===== config.mk =====
export PLATFORM = sky130hd
export DESIGN_NAME = burst_loopback_slave_flat
export DESIGN_NICKNAME = d
export VERILOG_FILES = /design/src/rtl/burst_pkg.sv /design/src/rtl/burst_loopback_slave_if.sv /design/src/rtl/burst_fifo.sv /design/src/rtl/burst_loopback_slave.sv /design/src/flat_wrapper.sv
export SDC_FILE = /design/constraint.sdc
export NUM_CORES = 1
export LEC_CHECK = 0
export BUFFER_PORTS_ARGS = -buffer_cell sky130_fd_sc_hd__buf_2
export CAP_MARGIN = 20
export CORE_MARGIN = 2
export CORE_UTILIZATION = 55
export CTS_CLUSTER_DIAMETER = 100
export DETAILED_ROUTE_END_ITERATION = 8
export GPL_TIMING_DRIVEN = 0
export PLACE_DENSITY = 0.8
export SYNTH_ARGS = -nofsm -noshare
export SYNTH_HDL_FRONTEND = slang
export SYNTH_SLANG_ARGS = --single-unit

===== constraint.sdc =====
create_clock -name clk -period 7.4 [get_ports clk]
set_clock_uncertainty 0.15 [all_clocks]
set_input_delay 1.11 -clock clk [delete_from_list [all_inputs] [get_ports clk]]
set_output_delay 1.11 -clock clk [all_outputs]
set_load 0.02 [all_outputs]

===== src/rtl/burst_pkg.sv =====
// Shared widths and FSM encoding for the burst loopback slave.
// Latency: n/a (declarations only).
// Backpressure: n/a.
package burst_pkg;
    localparam int DATA_W = 8;
    localparam int LEN_W  = 8;
    localparam int CNT_W  = 9;

    typedef enum logic [1:0] {IDLE, RECV, SEND} lb_state_t;
endpackage


===== src/rtl/burst_loopback_slave_if.sv =====
// Bridge <-> loopback slave burst bus: outgoing beats, return beats, error pulses.
// Latency: n/a (wiring only).
// Backpressure: burst_ready gates outgoing beats, db_ready gates return beats.
interface burst_loopback_slave_if;
    import burst_pkg::*;

    logic              db_valid;
    logic [DATA_W-1:0] data_burst_out;
    logic [LEN_W-1:0]  db_length;
    logic              last;
    logic              burst_ready;
    logic              burst_valid;
    logic [DATA_W-1:0] data_burst_in;
    logic              burst_last;
    logic              db_ready;
    logic              len_err;
    logic              ovf;

    // Bridge side.
    modport master (
        output db_valid, data_burst_out, db_length, last, db_ready,
        input  burst_ready, burst_valid, data_burst_in, burst_last, len_err, ovf
    );

    // Loopback slave side.
    modport slave (
        input  db_valid, data_burst_out, db_length, last, db_ready,
        output burst_ready, burst_valid, data_burst_in, burst_last, len_err, ovf
    );
endinterface


===== src/rtl/burst_fifo.sv =====
// Synchronous DEPTH x DATA_W byte FIFO with occupancy count.
// Latency: read data registered, valid the cycle after rd_en.
// Backpressure: writes when full and reads when empty are dropped silently.
module burst_fifo
    import burst_pkg::*;
#(
    parameter  int DEPTH = 16,
    localparam int AW    = $clog2(DEPTH)
) (
    input  logic              clk,
    input  logic              rst_n,
    input  logic              wr_en,
    input  logic [DATA_W-1:0] wr_data,
    input  logic              rd_en,
    output logic [DATA_W-1:0] rd_data,
    output logic              full,
    output logic              empty,
    output logic [AW:0]       count
);
    logic [DATA_W-1:0] mem [DEPTH];
    logic [AW:0]       wptr;
    logic [AW:0]       rptr;
    logic              do_wr;
    logic              do_rd;

    // Pointers carry one extra wrap bit so full and empty are distinguishable.
    assign count = wptr - rptr;
    assign empty = (wptr == rptr);
    assign full  = (count == (AW+1)'(DEPTH));
    assign do_wr = wr_en && !full;
    assign do_rd = rd_en && !empty;

    // Storage array; contents need no reset since pointers define validity.
    always_ff @(posedge clk) begin
        if (do_wr) begin
            mem[wptr[AW-1:0]] <= wr_data;
        end
    end

    // Pointer update and registered read port.
    always_ff @(posedge clk or negedge rst_n) begin
        if (!rst_n) begin
            wptr    <= '0;
            rptr    <= '0;
            rd_data <= '0;
        end else begin
            if (do_wr) begin
                wptr <= wptr + (AW+1)'(1);
            end
            if (do_rd) begin
                rd_data <= mem[rptr[AW-1:0]];
                rptr    <= rptr + (AW+1)'(1);
            end
        end
    end
endmodule


===== src/rtl/burst_loopback_slave.sv =====
// Buffers one outgoing burst, checks beat count vs db_length, replays bytes (XOR-masked).
// Latency: first return beat 2 cycles after the last beat is accepted; then 1 beat/cycle.
// Backpressure: burst_ready low while replaying; return beat held stable until db_ready.
module burst_loopback_slave
    import burst_pkg::*;
#(
    parameter int                DEPTH    = 16,
    parameter logic [DATA_W-1:0] XOR_MASK = 8'h00
) (
    input  logic                   clk,
    input  logic                   rst_n,
    burst_loopback_slave_if.slave  bus
);
    localparam int               AW      = $clog2(DEPTH);
    localparam logic [CNT_W-1:0] CNT_MAX = CNT_W'(256);

    lb_state_t         state_q;
    lb_state_t         state_d;
    logic [CNT_W-1:0]  cnt_q;
    logic [CNT_W-1:0]  cnt_d;
    logic [CNT_W-1:0]  cnt_inc;
    logic [LEN_W-1:0]  len_q;
    logic [LEN_W-1:0]  len_d;
    logic [LEN_W-1:0]  len_cmp;
    logic              ready_q;
    logic              ready_d;
    logic              vld_q;
    logic              vld_d;
    logic              last_q;
    logic              last_d;
    logic              len_err_q;
    logic              len_err_d;
    logic              ovf_q;
    logic              ovf_d;
    logic              wr_en;
    logic              rd_en;
    logic              fifo_full;
    logic              fifo_empty;
    logic [AW:0]       fifo_count;
    logic [DATA_W-1:0] rd_data;
    logic              beat_acc;
    logic              beat_xfer;

    assign beat_acc  = bus.db_valid && ready_q;
    assign beat_xfer = vld_q && bus.db_ready;

    // Mask is applied on the way in so the return data is a straight flop output.
    burst_fifo #(.DEPTH(DEPTH)) u_fifo (
        .clk     (clk),
        .rst_n   (rst_n),
        .wr_en   (wr_en),
        .wr_data (bus.data_burst_out ^ XOR_MASK),
        .rd_en   (rd_en),
        .rd_data (rd_data),
        .full    (fifo_full),
        .empty   (fifo_empty),
        .count   (fifo_count)
    );

    // Next-state, counter, error and next-output decode.
    always_comb begin
        state_d   = state_q;
        cnt_d     = cnt_q;
        len_d     = len_q;
        ready_d   = ready_q;
        vld_d     = vld_q;
        last_d    = last_q;
        len_err_d = 1'b0;
        ovf_d     = 1'b0;
        wr_en     = 1'b0;
        rd_en     = 1'b0;
        cnt_inc   = (cnt_q == CNT_MAX) ? cnt_q : cnt_q + CNT_W'(1);
        len_cmp   = len_q;
        unique case (state_q)
            IDLE, RECV: begin
                if (beat_acc) begin
                    // First beat of a burst restarts the count and samples the length.
                    if (state_q == IDLE) begin
                        cnt_inc = CNT_W'(1);
                        len_cmp = bus.db_length;
                        len_d   = bus.db_length;
                    end
                    cnt_d = cnt_inc;
                    wr_en = !fifo_full;
                    ovf_d = fifo_full;
                    if (bus.last) begin
                        len_err_d = (cnt_inc != {1'b0, len_cmp});
                        ready_d   = 1'b0;
                        state_d   = SEND;
                    end else begin
                        state_d = RECV;
                    end
                end
            end
            SEND: begin
                if (beat_xfer && last_q) begin
                    vld_d   = 1'b0;
                    last_d  = 1'b0;
                    ready_d = 1'b1;
                    cnt_d   = '0;
                    len_d   = '0;
                    state_d = IDLE;
                end else if ((!vld_q || bus.db_ready) && !fifo_empty) begin
                    // Load the next byte into the output slot when it is empty or draining.
                    rd_en  = 1'b1;
                    vld_d  = 1'b1;
                    last_d = (fifo_count == (AW+1)'(1));
                end
            end
            default: begin
                state_d = IDLE;
            end
        endcase
    end

    // State and registered outputs.
    always_ff @(posedge clk or negedge rst_n) begin
        if (!rst_n) begin
            state_q   <= IDLE;
            cnt_q     <= '0;
            len_q     <= '0;
            ready_q   <= 1'b1;
            vld_q     <= 1'b0;
            last_q    <= 1'b0;
            len_err_q <= 1'b0;
            ovf_q     <= 1'b0;
        end else begin
            state_q   <= state_d;
            cnt_q     <= cnt_d;
            len_q     <= len_d;
            ready_q   <= ready_d;
            vld_q     <= vld_d;
            last_q    <= last_d;
            len_err_q <= len_err_d;
            ovf_q     <= ovf_d;
        end
    end

    assign bus.burst_ready   = ready_q;
    assign bus.burst_valid   = vld_q;
    assign bus.data_burst_in = rd_data;
    assign bus.burst_last    = last_q;
    assign bus.len_err       = len_err_q;
    assign bus.ovf           = ovf_q;
endmodule


===== src/flat_wrapper.sv =====
// flat-port wrapper written by rule: the top's interface ports become plain ports
module burst_loopback_slave_flat import burst_pkg::*;
#(
    parameter int                DEPTH    = 16,
    parameter logic [DATA_W-1:0] XOR_MASK = 8'h00
)
  (clk, rst_n, bus_db_valid, bus_data_burst_out, bus_db_length, bus_last, bus_db_ready, bus_burst_ready, bus_burst_valid, bus_data_burst_in, bus_burst_last, bus_len_err, bus_ovf);
  burst_loopback_slave_if bus_i ();
  input  logic clk;
  input  logic rst_n;
  input wire logic [$bits(bus_i.db_valid)-1:0] bus_db_valid;
  input wire logic [$bits(bus_i.data_burst_out)-1:0] bus_data_burst_out;
  input wire logic [$bits(bus_i.db_length)-1:0] bus_db_length;
  input wire logic [$bits(bus_i.last)-1:0] bus_last;
  input wire logic [$bits(bus_i.db_ready)-1:0] bus_db_ready;
  output wire logic [$bits(bus_i.burst_ready)-1:0] bus_burst_ready;
  output wire logic [$bits(bus_i.burst_valid)-1:0] bus_burst_valid;
  output wire logic [$bits(bus_i.data_burst_in)-1:0] bus_data_burst_in;
  output wire logic [$bits(bus_i.burst_last)-1:0] bus_burst_last;
  output wire logic [$bits(bus_i.len_err)-1:0] bus_len_err;
  output wire logic [$bits(bus_i.ovf)-1:0] bus_ovf;
  assign bus_i.db_valid = bus_db_valid;
  assign bus_i.data_burst_out = bus_data_burst_out;
  assign bus_i.db_length = bus_db_length;
  assign bus_i.last = bus_last;
  assign bus_i.db_ready = bus_db_ready;
  assign bus_burst_ready = bus_i.burst_ready;
  assign bus_burst_valid = bus_i.burst_valid;
  assign bus_data_burst_in = bus_i.data_burst_in;
  assign bus_burst_last = bus_i.burst_last;
  assign bus_len_err = bus_i.len_err;
  assign bus_ovf = bus_i.ovf;
  burst_loopback_slave #(.DEPTH(DEPTH), .XOR_MASK(XOR_MASK)) u_core (.clk(clk), .rst_n(rst_n), .bus(bus_i));
endmodule

-- Word-level counts from Yosys, hierarchy flattened
Memory sizes are Yosys's and may differ from the RTL's. A register that Yosys moved wholly into a read port is not among the register bits.
Cells that the tools add are included.
- add/sub/neg operators: 4
- $mul: 0
- div/mod/pow operators: 0
- $lt $le $gt $ge: 0
- equal/unequal tests: 10
- shifts and indexed selects: 0
- multiplexer cells: 36
- bitwise operators: 0
- reductions and logical operators: 19
- operators with widths (cell ; number):
    2-to-1 mux 9 bit ; 6
    2-to-1 mux 8 bit ; 4
    2-to-1 mux 1 bit ; 19
    one-hot mux 9 bit (2 select lines) ; 1
    one-hot mux 8 bit (2 select lines) ; 1
    adder 5 x 1 -> 5 bit, second input constant ; 2
    adder 9 x 1 -> 9 bit, second input constant ; 1
    equality test 9 bit, second input constant ; 1
    inequality test 9 x 8 -> 1 bit ; 1
    logical AND 1 bit ; 6
    2-to-1 mux 2 bit ; 3
    equality test 5 x 1 -> 1 bit, second input constant ; 1
    equality test 5 bit ; 1
    equality test 5 bit, second input constant ; 1
    subtractor 5 bit ; 1
    logical NOT 1 bit ; 4
    inequality test 2 x 1 -> 1 bit, second input constant ; 2
    one-hot mux 2 bit (2 select lines) ; 1
    AND reduction 2 bit ; 2
    AND reduction 4 bit ; 1
    nonzero test 2 bit ; 2
    AND reduction 3 bit ; 1
    equality test 2 x 1 -> 1 bit, second input constant ; 1
    equality test 2 bit, second input constant ; 1
    5 further kinds ; 5
- register bits after elaboration: 34
- latch bits: 0
- bits in writable memories: 128
- ROM bits: 0
- bits of input ports: 21
- output and inout bits: 13
- word-level logic and storage cells: 80
- memories: 1
- memories (memory ; depth ; width ; read ports ; clocked after Yosys merged registers in ; write ports ; RTL line ; text):
    u_core.u_fifo.mem ; 16 ; 8 ; 1 ; 1 ; 1 ; burst_fifo.sv:20 ; logic [DATA_W-1:0] mem [DEPTH];

-- Logic depth before layout (Yosys ltp)
Gate-level depths: netlist of run 1.
- word-level depth: 9
- mapped depth: 11
- depth with buffers taken out: 10

-- Modules after synthesis
From an unflattened synthesis of run 1, not the netlist that was laid out.
- cells, all modules: 436
- area, all modules: 7255.7 um2
- modules (own cells, without submodules) (module ; instances ; cells an instance ; area an instance (um2) ; sequential area each (um2)):
    burst_fifo ; 1 ; 296 ; 5894.4 ; 4294.1
    burst_loopback_slave ; 1 ; 140 ; 1361.3 ; 601.8

-- Worst setup path before layout of run 1
OpenSTA, ideal clock, no wires.
- path kind: register to register
- start: reg u_core.u_fifo.rptr[1]
- end: mem u_core.u_fifo.mem[3][0], enable pin
- setup time: 0.395 ns
- data arrival time: 3.069 ns
- required time: 6.855 ns
- path slack: 3.786 ns
- stages on the path, launching flop included: 10
- buffers on the path: 2
- clock period less this slack: 3.614 ns
- cells stage by stage: dfrtp_1 > clkbuf_1 > clkbuf_1 > inv_1 > fa_1 > a21o_1 > a21oi_1 > xor2_1 > a2111oi_4 > nor4_1
- word-level cells in the longest chain between the ends: 8
- ends and longest elaborated chain (what ; RTL line ; text):
    from (decl) ; burst_fifo.sv:22 ; logic [AW:0] rptr;
    from (signal assigned) ; burst_fifo.sv:52 ; rptr <= rptr + (AW+1)'(1);
    subtractor 5 bit (*) ; burst_fifo.sv:27 ; assign count = wptr - rptr;
    equality test 5 bit (*) ; burst_fifo.sv:29 ; assign full = (count == (AW+1)'(DEPTH));
    logical NOT 1 bit (*) ; burst_fifo.sv:30, burst_loopback_slave.sv:84 ;
    2-to-1 mux 1 bit ; burst_loopback_slave.sv:76 ; if (beat_acc) begin
    2-to-1 mux 1 bit ; burst_loopback_slave.sv:74 ; unique case (state_q)
    logical AND 1 bit (*) ; burst_fifo.sv:30 ; assign do_wr = wr_en && !full;
    2-to-1 mux 1 bit (*) ; burst_fifo.sv:35 ; if (do_wr) begin
    2-to-1 mux 1 bit (implied by the code) (*) ; burst_fifo.sv:36 ; mem[wptr[AW-1:0]] <= wr_data;
    to (decl) ; burst_fifo.sv:20 ;
Mark *: on every way between the ends. The rest lies on a longest branch, timed or not.

-- Worst setup path in the final report of run 1
- start: reg u_core.u_fifo.rptr[1]
- end: mem u_core.u_fifo.mem[6][2], enable pin
Same word-level chain as after synthesis.

==> flow_summary.json, run 1 <==
{
  "worst_pin_slew_ps": 978.8,
  "die_x_um": 119.0,
  "grt_pass1_wl_um": 22180,
  "core_um2": 13090,
  "antenna_cells": 0,
  "cpMostUsedCell": "clkbuf_1",
  "power.total_w": 0.002986,
  "hold_buffers": 0,
  "ys_seq_area_share_pct": 67.35,
  "grt_usage_pct": 21.63,
  "ant_nets": 0,
  "synth_top_family_by_area": "multiplexers",
  "placementRows": 42,
  "place_congestion": 0.8198,
  "dp_hpwl_um": 9225,
  "comb_power_share_pct": 32.1,
  "die_h_um": 119.0,
  "cts_tree": "done",
  "nFillCells": 888,
  "fin_nets": 504,
  "ff_latch_area_um2": 4896,
  "cp_slowest_cell": "and3_1",
  "setup_viol": 0,
  "clock_sinks": 170,
  "ys_warn_count": 0,
  "r2r_setup_slack_ps": 3120,
  "reg2regPathDepth": 11,
  "htreeDepth": 4,
  "synthCells": 417,
  "cts-buffers-inserted": 17,
  "outcome": "finished, final reports clean",
  "drt-initial-drc-count": 361,
  "start_util_pct": 55.56,
  "period_needed_ps": 4283,
  "timing.rr.end": "u_core.u_fifo.mem[6][2]",
  "first_pass_iters": 5,
  "hp-class": "input pin to async pin",
  "power_switching_w": 0.0009611,
  "cp.arrival_ps": 4200,
  "die_area_um2": 14150,
  "synthXorXnorAreaFrac_pct": 3.115,
  "cp-end-kind": "flop",
  "synth_seq_cells": 170,
  "syn_area_per_cell_um2": 17.43,
  "synth_edf_count": 128,
  "synth_compound_area_share_pct": 4.923,
  "port_buffers": 33,
  "drc_errors": 0,
  "yosys.area_share.simple_pct": 6.127,
  "max_stage_delay_ps": 530,
  "synth_mux_area_share_pct": 14.23,
  "cts_resized": 0,
  "antenna_found_initial": 0,
  "cp_max_fo": 10,
  "drv_cap": 0,
  "multiInputGateArea_um2": 2233,
  "slew_headroom_pct": 34.46,
  "wl_per_cell_um": 21.72,
  "synthFlopType": "edfxtp_1",
  "final_util_pct": 63.07,
  "grt_start_max_net_pins": 43,
  "startpoint_type": "flop",
  "leakage_nw": 3.024,
  "worstPathRequired_ps": 7320,
  "clockRootBuffer": "clkbuf_16",
  "globalRouteOverflowTotal": 0,
  "drive_gt1_share_pct": 26.86,
  "cts_setup_buffers": 0,
  "power.internal_w": 0.002025,
  "seq_power_share_pct": 39.9,
  "worstReg2RegStart": "u_core.u_fifo.rptr[1]",
  "sw_frac_of_total_pct": 32.19,
  "synth_fp_nets": 450,
  "path_class": "flop to flop",
  "ys_types": 51,
  "clkLatencyLatePin_ps": 430,
  "p_clk_share_pct": 28.0,
  "path_clk_slew_ps": 70,
  "vdd_drop_max_v": 0.0001964,
  "via_per_inst": 6.082,
  "async_flop_share_pct": 24.71,
  "fmax_mhz": 233.5,
  "netlist_area_um2": 7269,
  "rsz0062_at_grt": "false",
  "num_io_pins": 34,
  "fin_tns_setup_ps": 0,
  "synth_fa_ha_area_share_pct": 2.169,
  "num_vias": 4014,
  "power_density_nw_per_um2": 361.8,
  "syn_to_final_growth_pct": 13.53,
  "final-hold-violation-count": 0,
  "finalWirelength_um": 14340,
  "finalCritPeriodShare_pct": 57.88,
  "finalMaxSlewViolations": 0,
  "grt_pass1_vias": 4018,
  "path_cells": "clkbuf_1 -> clkbuf_1 -> inv_1 -> fa_1 -> a21o_1 -> a21oi_1 -> xor2_1 -> a2111oi_4 -> nor2_2 -> buf_6 -> and3_1",
  "clock_path_buffers": 2
}
## flip-flops by register name (all words and copies together) (netlist names)
signal                  flops
u_core.state_q              2
u_core.bus.len_err          1
u_core.u_fifo.wptr          5
u_core.bus.burst_ready      1
u_core.u_fifo.mem         128
u_core.bus.ovf              1
u_core.bus.burst_valid      1
u_core.u_fifo.rd_data       8
u_core.len_q                8
u_core.u_fifo.rptr          5
u_core.cnt_q                9
u_core.bus.burst_last       1
## cells in the mapped netlist (3+ instances only)
master | count | area, um^2
buf_6 | 5 | 56.30
a22o_1 | 10 | 87.58
nor3_1 | 4 | 20.02
xnor2_1 | 14 | 122.6
a21oi_1 | 8 | 40.04
buf_2 | 3 | 15.01
mux4_1 | 4 | 105.1
clkbuf_1 | 9 | 33.78
nand3_1 | 6 | 30.03
dfrtp_1 | 41 | 1026
ha_1 | 11 | 137.6
and2_1 | 6 | 37.54
inv_1 | 10 | 37.54
o41ai_1 | 4 | 35.03
nand4_1 | 3 | 18.77
nand2_1 | 11 | 41.29
xor2_1 | 10 | 87.58
mux4_2 | 36 | 810.8
nor2b_1 | 6 | 37.54
and3_1 | 14 | 87.58
mux2_2 | 7 | 78.83
edfxtp_1 | 128 | 3844
o21ai_0 | 16 | 80.08
nor2_1 | 18 | 67.56
## how the worst max path moves through the flow
stage                                   end  slack, ps  cells past startpoint                   from
detailed placement  u_core.u_fifo.mem[6][1]       3180                     11  u_core.u_fifo.rptr[1]
floorplan           u_core.u_fifo.mem[3][0]       3790                      9  u_core.u_fifo.rptr[1]
global route        u_core.u_fifo.mem[6][2]       2940                     11  u_core.u_fifo.rptr[1]
global placement    u_core.u_fifo.mem[3][3]       2750                      9  u_core.u_fifo.rptr[1]
finish              u_core.u_fifo.mem[6][2]       3120                     11  u_core.u_fifo.rptr[1]
CTS                 u_core.u_fifo.mem[6][1]       3110                     11  u_core.u_fifo.rptr[1]
## placed cells by master, fill, tap and decap left out, types with 7 or more instances in the layout
cell type	synthesis	routed
inv_1	10	10
nor2_1	18	18
and3_1	14	14
nand2_1	11	11
a21oi_1	8	8
xnor2_1	14	14
o21ai_0	16	16
a22o_1	10	10
clkbuf_16	0	17
xor2_1	10	10
ha_1	11	11
buf_2	3	36
edfxtp_1	128	128
clkbuf_1	9	10
mux4_2	36	36
dfrtp_1	41	41
mux2_2	7	7
## power groups by stage
stage          Combinational (W)  Sequential [W]  Clock, W
4_1_cts                 0.000957         0.00119  0.000845
3_3_place_gp            0.000908         0.00120         0
6_report                0.000958         0.00119  0.000835
5_1_grt                  0.00103         0.00120  0.000882
2_1_floorplan           0.000679         0.00123         0
3_5_place_dp            0.000940         0.00121         0
## area by class of cell
| class | instances | share of cell area [%] |
|---|---|---|
| Buffer | 18 | 1.334 |
| Multi-Input combinational cell | 218 | 27.06 |
| Tap cell | 176 | 2.668 |
| Clock inverter | 14 | 1.577 |
| Clock buffer | 18 | 5.200 |
| Sequential cell | 170 | 59.32 |
| Timing Repair Buffer | 35 | 2.335 |
| Inverter | 11 | 0.5003 |
## per-layer routing
| metal | global-route usage, % | share of wire (%) | up-vias |
|---|---|---|---|
| met5 | 0 | 0 | - |
| met4 | 7.813 | 1.8 | 0 |
| met3 | 5.220 | 6.2 | 24 |
| met2 | 34.70 | 50 | 150 |
| met1 | 29.24 | 42 | 2085 |
| li1 | - | - | 1755 |
## logic make-up (layout without fill, tap and decap cells)
kind of cell,count (synthesis),in the layout
flops,170,170
xor+xnor,25,25
compound gates,51,51
mux,50,50
simple gates,80,80
buf+inv,29,96
fa+ha+maj,12,12
## metrics by stage
step	hold slack, ps	cell area (um^2)	setup WS [ps]	std cells
after floorplan	311.7	7269	3786	417
after global placement	333.3	7655	2747	626
after detailed placement	334.4	7674	3185	627
after CTS	345.9	8233	3106	659
after global routing	309.9	8253	2940	660
final	318.0	8253	3117	660
## critical path, delay by kind of cell, from the launching register on
kind,cells,cell delay (ps)
xor+xnor,1,310
buf+inv,4,1210
flops,1,350
compound gates,3,580
simple gates,2,820
fa+ha+maj,1,490
Power figures use the tool's default switching activity.
==> inputs of run 2 (changes only) <==
Clock period 7.4 ns to 4.02 ns, I/O delays scaled along.
==> flow_summary.json, run 2 (synthesis gave the netlist of run 1 again) <==
{
  "leakage_nw": 3.032,
  "antenna_found_initial": 0,
  "drt-initial-drc-count": 393,
  "worstHoldStart": "bus_last",
  "drv_cap": 0,
  "finalMaxSlewViolations": 0,
  "outcome": "finished, final reports clean",
  "setup_viol": 0,
  "hold_depth": 2,
  "place_congestion": 0.8198,
  "num_vias": 4016,
  "cts_tree": "done",
  "die_h_um": 119.0,
  "power_density_nw_per_um2": 664.6,
  "path_clk_slew_ps": 70,
  "multiInputGateArea_um2": 2245,
  "globalRouteOverflowTotal": 0,
  "grt_pass1_wl_um": 22180,
  "clkLatencyLatePin_ps": 440,
  "hold_end": "u_core.state_q[0]",
  "num_io_pins": 34,
  "htreeDepth": 4,
  "comb_power_share_pct": 32.2,
  "drc_errors": 0,
  "seq_power_share_pct": 39.9,
  "cp.arrival_ps": 3770,
  "placementRows": 42,
  "nFillCells": 879,
  "port_buffers": 33,
  "final_cell_count_no_fill": 662,
  "hold_slack_ps": 229.5,
  "grt_start_max_net_pins": 43,
  "vdd_drop_max_v": 0.0003649,
  "largest_reg_flops": 128,
  "fin_area_um2": 8283,
  "finalWirelength_um": 14430,
  "cp_max_fo": 10,
  "dp_hpwl_um": 9225,
  "final_common_cell": "edfxtp_1",
  "clock_path_buffers": 2,
  "first_pass_iters": 5,
  "worstReg2RegStart": "u_core.u_fifo.rptr[1]",
  "cts-buffers-inserted": 17,
  "hp-class": "input pin to flop",
  "r2r_setup_slack_ps": 160,
  "dpl.cell_count": 627,
  "timing.rr.end": "u_core.u_fifo.mem[15][1]",
  "grt_usage_pct": 21.62,
  "p_clk_share_pct": 28.0,
  "via_per_inst": 6.066,
  "wl_per_cell_um": 21.80,
  "final-hold-violation-count": 0,
  "sw_frac_of_total_pct": 32.18,
  "clock_sinks": 170,
  "power.internal_w": 0.003733,
  "syn_to_final_growth_pct": 13.94,
  "power.total_w": 0.005505,
  "worstPathRequired_ps": 3930,
  "power_switching_w": 0.001772,
  "rsz0062_at_grt": "false",
  "drive_gt1_share_pct": 29.01,
  "reg2regPathDepth": 9,
  "clockRootBuffer": "clkbuf_16",
  "core_um2": 13090,
  "start_util_pct": 55.56,
  "final_cell_mix": "edfxtp_1, dfrtp_1, buf_2, mux4_2, nor2_1",
  "ff_latch_area_um2": 4896,
  "cp-end-kind": "flop",
  "finalCritPeriodShare_pct": 95.95,
  "worst_pin_slew_ps": 950.8,
  "path_class": "flop to flop",
  "die_area_um2": 14150,
  "ant_nets": 0,
  "die_x_um": 119.0,
  "grt_pass1_vias": 4019,
  "period_needed_ps": 3857,
  "antenna_cells": 0,
  "fin_tns_setup_ps": 0,
  "fmax_mhz": 259.2,
  "placed_cell_area_um2": 7674,
  "startpoint_type": "flop",
  "fin_nets": 506,
  "slew_headroom_pct": 36.34
}
[run 2: power by group through the flow]
stage,registers [W],clock network [W],logic [W]
6_report,0.00219,0.00154,0.00177
5_1_grt,0.00222,0.00162,0.00190
4_1_cts,0.00219,0.00156,0.00176
3_5_place_dp,0.00223,0,0.00173
3_3_place_gp,0.00222,0,0.00167
2_1_floorplan,0.00227,0,0.00125
[run 2: layout make-up]
cell class / instances / share of cell area (%)
clock inverter: 14 / 1.571
inverter: 11 / 0.4985
buffer: 18 / 1.344
clock buffer: 18 / 5.181
tap: 176 / 2.659
sequential: 170 / 59.11
multi-input combinational: 218 / 27.10
timing repair buffer: 37 / 2.538
[run 2: how the worst max path moves through the flow]
stage | startpoint | endpoint | cells after the start
floorplan | u_core.u_fifo.rptr[1] | u_core.u_fifo.mem[3][0] | 9
global placement | u_core.u_fifo.rptr[1] | u_core.u_fifo.mem[3][3] | 9
detailed placement | u_core.u_fifo.rptr[1] | u_core.u_fifo.mem[6][1] | 11
CTS | u_core.u_fifo.rptr[1] | u_core.u_fifo.mem[8][1] | 11
global route | u_core.u_fifo.rptr[1] | u_core.u_fifo.mem[15][7] | 9
finish | u_core.u_fifo.rptr[1] | u_core.u_fifo.mem[15][1] | 9
[run 2: worst max-delay path: stages (launching register included)]
cell and delay [ps]:
dfrtp_1 350, clkbuf_1 320, clkbuf_2 350, inv_1 160, fa_1 470, a21o_1 210, a21oi_1 230, xor2_1 310
a2111oi_4 100, nor3b_2 820
[run 2: what timing repair did]
item	4_1_cts	5_1_grt
setup buffers	0	1
cloned	0	0
pin swaps	0	1
gates resized for setup	3	7
setup endpoints to repair	105	80
hold endpoints to repair	0	2
hold buffers	0	1
[run 2: stage by stage]
stage / util (%) / worst slack, ps
2_1_floorplan: - / 406.1
3_3_place_gp: 58.50 / -632.9
3_5_place_dp: 58.64 / -195.3
4_1_cts: 62.95 / 20.95
5_1_grt: 63.30 / 7.291
6_report: 63.30 / 162.7
[run 2: layer usage]
layer  vias up  GRT usage, %  share of wire [%]
li1       1761             -                  -
met2       172         34.70                 50
met1      2061         29.21                 41
met3        22         5.220                7.2
met5         -             0                  0
met4         0         7.813                1.8
==> inputs of run 3 (changes only) <==
Settings changed: CORE_UTILIZATION 55 to 61, PLACE_DENSITY 0.8 to 0.86.
==> flow_summary.json, run 3 (synthesis gave the netlist of run 1 again) <==
{
  "via_per_inst": 6.452,
  "place_congestion": 0.8146,
  "cp.arrival_ps": 3740,
  "die_area_um2": 12810,
  "slew_headroom_pct": 42.93,
  "clock_sinks": 170,
  "path_clk_slew_ps": 60,
  "drt-initial-drc-count": 544,
  "grt_start_max_net_pins": 43,
  "syn_to_final_growth_pct": 13.60,
  "power_density_nw_per_um2": 675.4,
  "drive_gt1_share_pct": 28.81,
  "hp-class": "input pin to flop",
  "power_switching_w": 0.001755,
  "fin_area_um2": 8258,
  "die_x_um": 113.2,
  "cts-buffers-inserted": 17,
  "startpoint_type": "flop",
  "final_cell_count_no_fill": 629,
  "num_vias": 4058,
  "grt_pass1_vias": 4146,
  "seq_power_share_pct": 39.6,
  "htreeDepth": 4,
  "fin_nets": 506,
  "core_um2": 11520,
  "clock_path_buffers": 2,
  "worst_pin_slew_ps": 849.6,
  "finalCritPeriodShare_pct": 95.13,
  "placementRows": 39,
  "clkLatencyLatePin_ps": 430,
  "sw_frac_of_total_pct": 31.47,
  "setup_ws_ps": 196.0,
  "port_buffers": 33,
  "antenna_cells": 0,
  "fmax_mhz": 261.5,
  "power.total_w": 0.005578,
  "comb_power_share_pct": 31.9,
  "die_h_um": 113.2,
  "path_class": "flop to flop",
  "cp_max_fo": 10,
  "first_pass_iters": 7,
  "power.internal_w": 0.003822,
  "final_common_cell": "edfxtp_1",
  "setup_viol": 0,
  "largest_reg_flops": 128,
  "period_needed_ps": 3824,
  "final_util_pct": 71.71,
  "grt_usage_pct": 25.72,
  "ant_nets": 0,
  "vdd_drop_max_v": 0.0004301,
  "p_clk_share_pct": 28.5,
  "pre_cts_slack_ps": -140.9,
  "clockRootBuffer": "clkbuf_16",
  "cp-end-kind": "flop",
  "globalRouteOverflowTotal": 0,
  "final_cell_mix": "edfxtp_1, dfrtp_1, buf_2",
  "dp_hpwl_um": 9571,
  "cts_tree": "done",
  "finalMaxSlewViolations": 0,
  "worstPathRequired_ps": 3930,
  "violations": "design-rule violations",
  "num_io_pins": 34,
  "placed_cell_area_um2": 7632,
  "dpl.cell_count": 595,
  "final-hold-violation-count": 0,
  "drc_errors": 1,
  "cts_setup_buffers": 0,
  "outcome": "finished with violations",
  "antenna_found_initial": 0,
  "rsz0062_at_grt": "false",
  "grt_pass1_wl_um": 23650,
  "drv_cap": 0,
  "leakage_nw": 3.037,
  "start_util_pct": 63.12,
  "wl_per_cell_um": 23.93,
  "finalWirelength_um": 15060
}
[run 3: cell types whose count changed in the layout (fill, tap and decap cells not counted)]
| cell | before | now |
|---|---|---|
| inv_8 | 3 | 2 |
| clkinvlp_4 | 2 | 4 |
| clkinv_8 | 1 | 0 |
| bufinv_16 | 0 | 1 |
| clkinv_4 | 1 | 2 |
| buf_2 | 36 | 37 |
| buf_4 | 2 | 1 |
| inv_6 | 6 | 1 |
| clkbuf_8 | 0 | 3 |
| nor3b_2 | 1 | 0 |
| nor3b_1 | 0 | 1 |
[run 3: layer usage]
layer,wire length (um),track usage (%),vias up
met4,299,8.943,0
met3,954,5.463,25
li1,-,-,1762
met5,0,0,-
met2,7595,40.88,180
met1,6206,36.19,2091
[run 3: critical path, cell delays in order (launching register included)]
cell and delay [ps]:
dfrtp_1 350, clkbuf_1 340, clkbuf_2 340, inv_1 150, fa_1 450, a21o_1 190
a21oi_1 220, xor2_1 310, a2111oi_4 140, nor2_1 280, and2_1 530
[run 3: worst paths after layout]
| kind | startpoint | end | slack, ps | cells after the start |
|---|---|---|---|---|
| max in group asynchronous | rst_n | u_core.bus.burst_ready | 2840 | 3 |
| hold reg to reg | u_core.u_fifo.rd_data[0] | u_core.u_fifo.rd_data[0] | 350 | 1 |
| setup reg to reg | u_core.u_fifo.rptr[1] | u_core.u_fifo.mem[7][1] | 200 | 10 |
| setup / recovery | u_core.u_fifo.rptr[1] | u_core.u_fifo.mem[7][1] | 200 | 10 |
| hold / removal | bus_last | u_core.state_q[0] | 230 | 2 |
| min in group asynchronous | rst_n | u_core.u_fifo.rd_data[3] | 380 | 2 |
[run 3: stage by stage]
step | hold slack (ps) | TNS [ps]
final | 232.7 | 0
after global routing | 236.9 | 0
after CTS | 199.5 | 0
after detailed placement | 340.8 | -4283
after global placement | 334.9 | -6466
after floorplan | 157.4 | 0
[run 3: layout make-up]
| class | count | area, um^2 |
|---|---|---|
| flip-flops and latches | 170 | 4896 |
| fillers | 689 | 3258 |
| multi-input cells | 218 | 2240 |
| clock buffers | 21 | 470.5 |
| repair buffers | 37 | 207.7 |
| well taps | 143 | 178.9 |
| clock inverters | 11 | 112.6 |
| plain buffers | 18 | 111.4 |
| inverters | 11 | 41.29 |
[run 3: power by group through the flow]
stage | Combinational (W) | Clock (W) | Sequential [W]
finish | 0.00178 | 0.00159 | 0.00221
global placement | 0.00167 | 0 | 0.00222
detailed placement | 0.00175 | 0 | 0.00223
global route | 0.00192 | 0.00169 | 0.00222
floorplan | 0.00125 | 0 | 0.00227
CTS | 0.00178 | 0.00160 | 0.00220
[run 3: timing repair]
| item | CTS | global route |
|---|---|---|
| gates resized for setup | 1 | 9 |
| hold buffers | 0 | 1 |
| setup endpoints to repair | 72 | 72 |
| hold endpoints to repair | 0 | 4 |
